## config.mk

```make
export PLATFORM = sky130hd
export DESIGN_NAME = ram_share_ctrl
export DESIGN_NICKNAME = d
export VERILOG_FILES = /design/src/rtl/ram_share_ctrl.sv
export SDC_FILE = /design/constraint.sdc
export NUM_CORES = 1
export LEC_CHECK = 0
export ABC_AREA = 0
export CORE_UTILIZATION = 55
export CTS_CLUSTER_SIZE = 25
export DETAILED_ROUTE_END_ITERATION = 7
export DONT_BUFFER_PORTS = 1
export GPL_TIMING_DRIVEN = 0
export PLACE_DENSITY = 0.75
export SLEW_MARGIN = 20
export SYNTH_ARGS = -nofsm -noshare
export SYNTH_HDL_FRONTEND = slang
export SYNTH_SLANG_ARGS = --single-unit
```

## constraint.sdc

```tcl
create_clock -name clk -period 2 [get_ports clk]
set_clock_uncertainty 0.15 [all_clocks]
set_input_delay 0.2 -clock clk [delete_from_list [all_inputs] [get_ports clk]]
set_output_delay 0.2 -clock clk [all_outputs]
set_load 0.01 [all_outputs]
```

## src/rtl/ram_share_ctrl.sv

```systemverilog
// Arbitrates the single-port program/data RAM between the accumulator core and an external host.
// The core is halted via core_en, drained for one cycle, and then the RAM is granted to the host.
module ram_share_ctrl #(
    parameter int word_width   = 8,
    parameter int addr_width   = 3,
    parameter int core_quantum = 16
) (
    input  logic                  clk,
    input  logic                  reset_n,
    input  logic                  host_req,
    output logic                  host_gnt,
    input  logic                  host_valid,
    input  logic                  host_we,
    input  logic [addr_width-1:0] host_addr,
    input  logic [word_width-1:0] host_wdata,
    output logic                  host_ack,
    output logic [word_width-1:0] host_rdata,
    input  logic                  host_restart,
    output logic                  core_en,
    output logic                  core_rst,
    input  logic                  core_write,
    input  logic [addr_width-1:0] core_addr,
    input  logic [word_width-1:0] core_wdata,
    output logic                  ram_we,
    output logic [addr_width-1:0] ram_addr,
    output logic [word_width-1:0] ram_wdata,
    input  logic [word_width-1:0] ram_rdata
);

    localparam int CW = (core_quantum < 1) ? 1 : $clog2(core_quantum + 1);
    localparam logic [CW-1:0] QLOAD = CW'(core_quantum);

    typedef enum logic [1:0] {
        ST_RUN,
        ST_DRAIN,
        ST_HOST,
        ST_RELEASE
    } state_t;

    state_t                r_state;
    logic [CW-1:0]         r_quota;
    logic                  r_gnt;
    logic                  r_ack;
    logic                  r_ack_rd;
    logic [word_width-1:0] r_rdata;

    logic                  w_accept;
    logic [CW-1:0]         w_quota_dec;
    logic                  w_quota_done;

    assign w_accept    = (r_state == ST_HOST) & host_valid & host_req;
    assign w_quota_dec = (r_quota == '0) ? '0 : r_quota - CW'(1);
    // Grant on the edge that retires the last quantum cycle, so the core gets exactly core_quantum enables.
    assign w_quota_done = (w_quota_dec == '0);

    always_ff @(posedge clk or negedge reset_n) begin
        if (!reset_n) begin
            r_state  <= ST_RUN;
            r_quota  <= '0;
            r_gnt    <= 1'b0;
            r_ack    <= 1'b0;
            r_ack_rd <= 1'b0;
            r_rdata  <= '0;
        end else begin
            r_ack    <= w_accept;
            r_ack_rd <= w_accept & ~host_we;
            if (r_ack_rd) begin
                r_rdata <= ram_rdata;
            end
            case (r_state)
                ST_RUN: begin
                    r_quota <= w_quota_dec;
                    if (host_req && w_quota_done) begin
                        r_state <= ST_DRAIN;
                    end
                end
                ST_DRAIN: begin
                    r_state <= ST_HOST;
                    r_gnt   <= 1'b1;
                end
                ST_HOST: begin
                    if (!host_req) begin
                        r_state <= ST_RELEASE;
                        r_gnt   <= 1'b0;
                    end
                end
                ST_RELEASE: begin
                    r_quota <= QLOAD;
                    r_state <= ST_RUN;
                end
                default: begin
                    r_state <= ST_RUN;
                    r_gnt   <= 1'b0;
                end
            endcase
        end
    end

    assign host_gnt = r_gnt;
    assign host_ack = r_ack;
    // RAM read data arrives in the ack cycle; hold it afterwards so host_rdata stays stable.
    assign host_rdata = r_ack_rd ? ram_rdata : r_rdata;
    assign core_en    = (r_state == ST_RUN);
    assign core_rst   = (r_state == ST_RELEASE) & host_restart;

    always_comb begin
        ram_we    = 1'b0;
        ram_addr  = core_addr;
        ram_wdata = core_wdata;
        case (r_state)
            ST_RUN: begin
                ram_we = core_write;
            end
            ST_HOST: begin
                ram_we    = host_valid & host_we & host_req;
                ram_addr  = host_addr;
                ram_wdata = host_wdata;
            end
            default: begin
                ram_we = 1'b0;
            end
        endcase
    end

endmodule

```

-- Word-level counts from Yosys, hierarchy flattened
Cells that the tools add are included.
Widths: inputs -> output; s select.
- input port bits: 37
- flip-flop bits (word level): 18
- output and inout bits: 24
- multiplexer cells: 11
- eq/ne operators: 5
- $add $sub $neg: 1
- bitwise operators: 7
- reductions and logical operators: 8
- operators with widths (kind ; count):
    $mux 8 ; 2
    $logic_not 5->1 ; 2
    $pmux 5 s2 ; 1
    $pmux 2 s4 ; 1
    $and 1x1->1 ; 6
    $mux 5 ; 1
    $sub 5x1->5 const B ; 1
    $eq 2x2->1 const B ; 2
    $mux 2 ; 2
    $pmux 1 s2 ; 2
    $reduce_and 2->1 ; 2
    $reduce_bool 2->1 ; 2
    $mux 3 ; 1
    $eq 2x1->1 const B ; 1
    $logic_not 2->1 ; 1
    $ne 2x1->1 const B ; 1
    $ne 2x2->1 const B ; 1
    $logic_and 1x1->1 ; 1
    $mux 1 ; 1
    $not 1->1 ; 1

-- Depth between registers and ports, before layout
Gate-level depths: netlist of the first run.
- depth in word-level cells: 6
- gate-level depth with buffers: 7
- depth with buffers taken out: 7

-- Least setup slack after synthesis of the first run
OpenSTA, ideal clock, no wires.
- path type: reg-to-reg
- start: reg r_quota[0]
- end: reg r_state[1]
- slack: 242 ps
- arrival: 1483 ps
- buffers on the path: 0
- clock period less this slack: 1758 ps
- data required time: 1725 ps
- cell stages (with the launch flop): 8
- cell sequence: dfrtp_1 inv_1 ha_1 inv_2 o2111a_1 o21ai_2 nand3_2 mux2_4
- word-level cells in the longest chain between the ends: 6
- elaborated cells between the ends (all ways): 7
- RTL lines (item ; RTL line ; text):
    start, declared ; 41 ; logic [CW-1:0] r_quota;
    start signal, assigned ; 72 ; r_quota <= w_quota_dec;
    $sub 5x1->5 / $logic_not 5->1 (equally long branches) ; 52 ; assign w_quota_dec = (r_quota == '0) ? '0 : r_quota - CW'(1);
    $mux 5 * ; 52 ;
    $logic_not 5->1 * ; 54 ; assign w_quota_done = (w_quota_dec == '0);
    $logic_and 1x1->1 * ; 73 ; if (host_req && w_quota_done) begin
    $ne 2x1->1 (no line) * ; n/a ;
    $reduce_and 2->1 (no line) * ; n/a ;
    end signal, assigned ; 58 ; r_state <= ST_RUN;
    end signal, assigned ; 74 ; r_state <= ST_DRAIN;
    end signal, assigned ; 78 ; r_state <= ST_HOST;
    end, declared ; 40 ; state_t r_state;
Every way passes the cells marked *; elsewhere a longest branch is shown, timed or not.
A chain may end at the register's enable or synchronous reset.

-- Final worst setup path of the first run
- start: reg r_state[0]
- end: out ram_addr[0]
- word-level cells in the longest chain between the ends: 2
- RTL lines (item ; RTL line ; text):
    $eq 2x2->1 ; 110 ; case (r_state)
    $mux 3 ; 110 ;
    end, declared ; 25 ; output logic [addr_width-1:0] ram_addr,
Every way passes these cells.

==> results of run 1 <==
==> state kept, by name, summed over array words and instances (netlist names) <==
signal / flops
r_ack_rd: 1
host_ack: 1
r_quota: 5
r_state: 2
host_gnt: 1
r_rdata: 8
==> worst max path at each step <==
stage / startpoint / endpoint / slack, ns / depth (start not counted)
floorplan: r_quota[0] / r_state[1] / 0.24 / 7
global placement: r_quota[0] / r_state[1] / 0.18 / 7
detailed placement: r_quota[0] / r_state[1] / 0.15 / 7
CTS: r_state[0] / ram_addr[0] / 0.002 / 4
global route: r_quota[0] / r_state[1] / 0.009 / 7
finish: r_state[0] / ram_addr[0] / 0.10 / 4
==> through the flow <==
| step | utilization | std cells | cell area [µm²] | hold slack [ns] | setup slack [ns] |
|---|---|---|---|---|---|
| finish | 0.745 | 127 | 1190 | 0.229 | 0.105 |
| floorplan | - | 87 | 982 | -0.246 | 0.242 |
| global placement | 0.635 | 111 | 1010 | -0.245 | 0.184 |
| detailed placement | 0.635 | 111 | 1010 | -0.245 | 0.149 |
| global route | 0.745 | 127 | 1190 | 0.242 | 0.00944 |
| CTS | 0.739 | 127 | 1180 | 0.219 | 0.00153 |
==> power groups by stage <==
stage | sequential (µW) | clock, µW | combinational (µW)
floorplan | 617 | 0 | 802
global placement | 637 | 0 | 912
detailed placement | 647 | 0 | 944
CTS | 642 | 230 | 994
global route | 669 | 250 | 1100
finish | 650 | 224 | 1000
==> placed cells by master, fill, tap and decap left out, types with 2 or more instances in the layout <==
cell	instances
o21ai_0	3
dfrtp_1	18
dlygate4sd3_1	12
ha_1	4
nand3_1	2
inv_2	2
inv_1	5
o21ai_1	5
nor2_1	6
clkbuf_4	3
nand2_1	5
mux2_1	18
==> area by class of cell <==
cell class | instances | area (µm²)
Clock buffer | 4 | 36.3
Buffer | 2 | 15.0
Multi-Input combinational cell | 60 | 509
Tap cell | 24 | 30.0
Inverter | 7 | 26.3
Fill cell | 106 | 407
Sequential cell | 18 | 450
Timing Repair Buffer | 12 | 120
==> per-layer routing <==
metal | wire length (µm) | global-route usage | part of all wire | up-vias
li1 | - | - | - | 333
met1 | 791 | 0.265 | 0.40 | 347
met2 | 1030 | 0.388 | 0.52 | 47
met3 | 135 | 0.0449 | 0.068 | 5
met4 | 38 | 0.109 | 0.019 | 0
met5 | 0 | 0 | 0 | -
==> worst min-delay path, delay by kind of cell <==
family | cells | cell delay (ns)
compound gates | 3 | 0.23
simple gates | 2 | 0.21
==> logic make-up after synthesis <==
family,Yosys count,share of synthesized area
fa+ha+maj,5,0.0637
simple gates,20,0.108
flops,18,0.459
mux,20,0.233
xor+xnor,1,0.00892
compound gates,14,0.0917
buf+inv,9,0.0357
==> repair_timing <==
action,4_1_cts,5_1_grt
endpoints found under the setup margin,8,8
hold buffers,12,0
hold endpoints to repair,30,0
resized for setup,3,2
==> impl_metrics.env, run 1 <==
export IMPL_port_buffers=0
export IMPL_cts_sinks=18
export IMPL_timing_rr_start="r_quota[0]"
export IMPL_holdPathEnd="r_state[0]"
export IMPL_dr_first_iter_drc_count=25
export IMPL_synth_edf_count=0
export IMPL_min_period_ns=1.90
export IMPL_place_hpwl_um=1480
export IMPL_drive_above_1_share=0.146
export IMPL_async_flop_share=1.00
export IMPL_grt_use_total=0.225
export IMPL_combPwrFrac=0.534
export IMPL_cpMaxStageDelayCell="dfrtp_1"
export IMPL_p_per_area_nw_per_um2=1580
export IMPL_slowest_delay_ns=0.43
export IMPL_tns_ns=0
export IMPL_start_util=0.616
export IMPL_critical_path_class="reg -> out"
export IMPL_required_ns=1.65
export IMPL_drt_wl_total_um=2000
export IMPL_p_seq_frac=0.346
export IMPL_hold_path_class="in -> reg"
export IMPL_numCtsBuffers=3
export IMPL_r2r_cells=7
export IMPL_r2r_slack_ns=0.11
export IMPL_dieArea_um2=1960
export IMPL_cts_tree="done"
export IMPL_firstDrtPassIters=6
export IMPL_crit_family="flip-flops"
export IMPL_via_per_inst=5.76
export IMPL_dr_total_vias=732
export IMPL_crit_path_end_kind="output pin"
export IMPL_clkLatencyLatePin_ns=0.30
export IMPL_yosys_top_cells_area="dfrtp_1, mux2_1, ha_1"
export IMPL_core_area_um2=1590
export IMPL_period_share=0.948
export IMPL_dieWidth_um=44.3
export IMPL_synth_top_area_share=0.459
export IMPL_whs_path_depth=5
export IMPL_hp_start="host_req"
export IMPL_drc=3
export IMPL_die_h_um=44.3
export IMPL_io_pins=61
export IMPL_syn_to_final_growth_pct=20.9
export IMPL_diodes=0
export IMPL_setup_viol=0
export IMPL_maxSlewHeadroom=0.481
export IMPL_synth_cell_types=28
export IMPL_worst_pin_slew_ns=0.777
export IMPL_hold_violations=0
export IMPL_yosys_area_top_type="dfrtp_1"
export IMPL_yosysSeqAreaShare=0.459
export IMPL_syn_area_per_cell_um2=11.3
export IMPL_p_sw_uw=804
export IMPL_ir_drop_uv=969
export IMPL_syn_nets=129
export IMPL_antenna_found_initial=0
export IMPL_p_int_uw=1070
export IMPL_rsz0062_at_grt="no"
export IMPL_violations="design-rule violations"
export IMPL_critical_path_buf_inv_count=2
export IMPL_finish_net_count=146
export IMPL_grt_pass1_vias=714
export IMPL_path_max_fanout=10
export IMPL_synth_seq_cells=18
export IMPL_clock_power_share=0.119
export IMPL_maxCapViolCount=0
export IMPL_path_cells="inv_2, ha_4, buf_6, mux2_1"
export IMPL_grt_ovfl_total=0
export IMPL_synth_area_um2=982
export IMPL_worstReg2RegEnd="r_state[1]"
export IMPL_antenna_left=0
export IMPL_ys_warn_count=0
export IMPL_status="complete, but fails checks"
export IMPL_synth_common_cells="dfrtp_1, mux2_1, inv_1, nor2_1"
export IMPL_total_power_uw=1880
export IMPL_place_congestion=0.752
export IMPL_grt_first_pass_wirelength_um=3120
export IMPL_cts_reportedPaths_clkPinSlew_ns=0.10
export IMPL_post_cts_buffers=0
export IMPL_p_leak_uw=0.000526
export IMPL_synth_cells=87
export IMPL_cts_root_buf="clkbuf_4"
export IMPL_cts_buffer_depth=2
export IMPL_synthFlopType="dfrtp_1"
export IMPL_grt_max_degree=19
export IMPL_htreeDepth=1
export IMPL_finalMaxSlewViolations=0
export IMPL_detail_route_wl_per_cell_um=15.7
export IMPL_rows=14
export IMPL_clock_fmax_mhz=528
export IMPL_cp_start_kind="flip-flop"
export IMPL_p_sw_frac=0.428
export IMPL_worstPathArrival_ns=1.55
(Power assumes the default switching activity.)
==> run 2: changes to the inputs <==
SETUP_SLACK_MARGIN = 0.15   (was default)
==> run 2 against run 1 <==
Compared with the run above: the flow still finishes with violations (design-rule violations); hold slack gained 0.032 ns; sequential share of layout area shrank 1.8 points; first-iteration DRC count is 60% lower; sequential power shrank 1%; critical path type unchanged; largest power group unchanged.
==> impl_metrics.env, run 2 (synthesis gave the netlist of run 1 again) <==
export IMPL_status="complete, but fails checks"
export IMPL_violations="design-rule violations"
export IMPL_grt_max_degree=19
export IMPL_period_share=0.927
export IMPL_min_period_ns=1.85
export IMPL_firstDrtPassIters=6
export IMPL_crit_path_end_kind="output pin"
export IMPL_cts_reportedPaths_clkPinSlew_ns=0.10
export IMPL_fin_cells=133
export IMPL_port_buffers=0
export IMPL_clkLatencyLatePin_ns=0.30
export IMPL_tns_ns=0
export IMPL_drc=3
export IMPL_dp_cells=111
export IMPL_dieWidth_um=44.3
export IMPL_rsz0062_at_grt="yes"
export IMPL_top_regs="r_rdata (8), r_quota (5), r_state (2)"
export IMPL_numCtsBuffers=3
export IMPL_detail_route_wl_per_cell_um=16.7
export IMPL_antenna_found_initial=0
export IMPL_core_area_um2=1590
export IMPL_finish_net_count=152
export IMPL_total_power_uw=2060
export IMPL_dieArea_um2=1960
export IMPL_maxCapViolCount=0
export IMPL_grt_ovfl_total=0
export IMPL_dr_total_vias=770
export IMPL_via_per_inst=5.79
export IMPL_place_hpwl_um=1480
export IMPL_layout_commonest_cell="dfrtp_1"
export IMPL_worstPathArrival_ns=1.50
export IMPL_antenna_left=0
export IMPL_cts_sinks=18
export IMPL_htreeDepth=1
export IMPL_place_congestion=0.752
export IMPL_p_per_area_nw_per_um2=1650
export IMPL_setup_viol=0
export IMPL_dr_first_iter_drc_count=10
export IMPL_max_flop_register="r_rdata"
export IMPL_required_ns=1.65
export IMPL_largest_register_ffs=8
export IMPL_drive_above_1_share=0.266
export IMPL_drt_wl_total_um=2220
export IMPL_grt_first_pass_wirelength_um=3390
export IMPL_r2r_cells=7
export IMPL_clock_fmax_mhz=539
export IMPL_cp_start_kind="flip-flop"
export IMPL_diodes=0
export IMPL_path_max_fanout=10
export IMPL_grt_pass1_vias=760
export IMPL_cts_buffer_depth=2
export IMPL_dpl_instance_area_um2=1010
export IMPL_hold_path_class="in -> async"
export IMPL_cts_tree="done"
export IMPL_worst_pin_slew_ns=0.790
export IMPL_critical_path_class="reg -> out"
export IMPL_start_util=0.616
export IMPL_grt_use_total=0.247
export IMPL_p_leak_uw=0.000560
export IMPL_ir_drop_uv=1000
export IMPL_maxSlewHeadroom=0.472
export IMPL_io_pins=61
export IMPL_cts_root_buf="clkbuf_4"
export IMPL_rows=14
export IMPL_final_area_um2=1250
export IMPL_syn_to_final_growth_pct=27.4
export IMPL_mostFrequentLayoutCells="dfrtp_1, mux2_1, dlygate4sd3_1"
export IMPL_die_h_um=44.3
export IMPL_hold_worst_slack_ns=0.261
export IMPL_hold_violations=0
export IMPL_finalMaxSlewViolations=0
run 2: critical path, stage by stage, from the launching register on:
cell     delay (ns)
dfrtp_1        0.41
inv_2          0.10
ha_4           0.18
buf_8          0.14
mux2_2         0.37
run 2: final cells by class:
cell class	count	area (µm²)
buffer	2	20.0
tap	24	30.0
fill	96	343
timing repair buffer	18	165
multi-input combinational	60	522
sequential	18	452
clock buffer	4	36.3
inverter	7	26.3
run 2: through the flow:
step,util,setup WS (ns)
after global placement,0.635,0.184
final,0.785,0.146
after floorplan,-,0.242
after global routing,0.785,0.0880
after CTS,0.768,0.151
after detailed placement,0.635,0.149
run 2: worst paths after layout:
path | start | end | slack, ns
min in group clk | host_req | r_state[0] | 0.26
worst min-delay path | reset_n | r_rdata[6] | 0.26
worst max register to register | r_quota[0] | r_state[1] | 0.17
max in group asynchronous | reset_n | r_state[1] | 0.90
worst max-delay path | r_state[0] | ram_addr[0] | 0.15
worst min register to register | r_rdata[4] | r_rdata[4] | 0.40
run 2: what timing repair did:
item	CTS	global route
resized for setup	9	7
endpoints found under the setup margin	13	19
setup buffers	4	2
hold buffers	12	0
endpoints found under the hold margin	30	0
run 2: routing by layer:
layer	track usage	part of all wire	vias up
met4	0.133	0.023	0
met3	0.0490	0.068	6
met2	0.426	0.52	47
met1	0.286	0.39	367
li1	-	-	350
met5	0	0	-
run 2: where the power goes:
part | switching [µW] | internal [µW]
Clock | 113 | 111
Sequential | 109 | 533
Combinational | 646 | 550
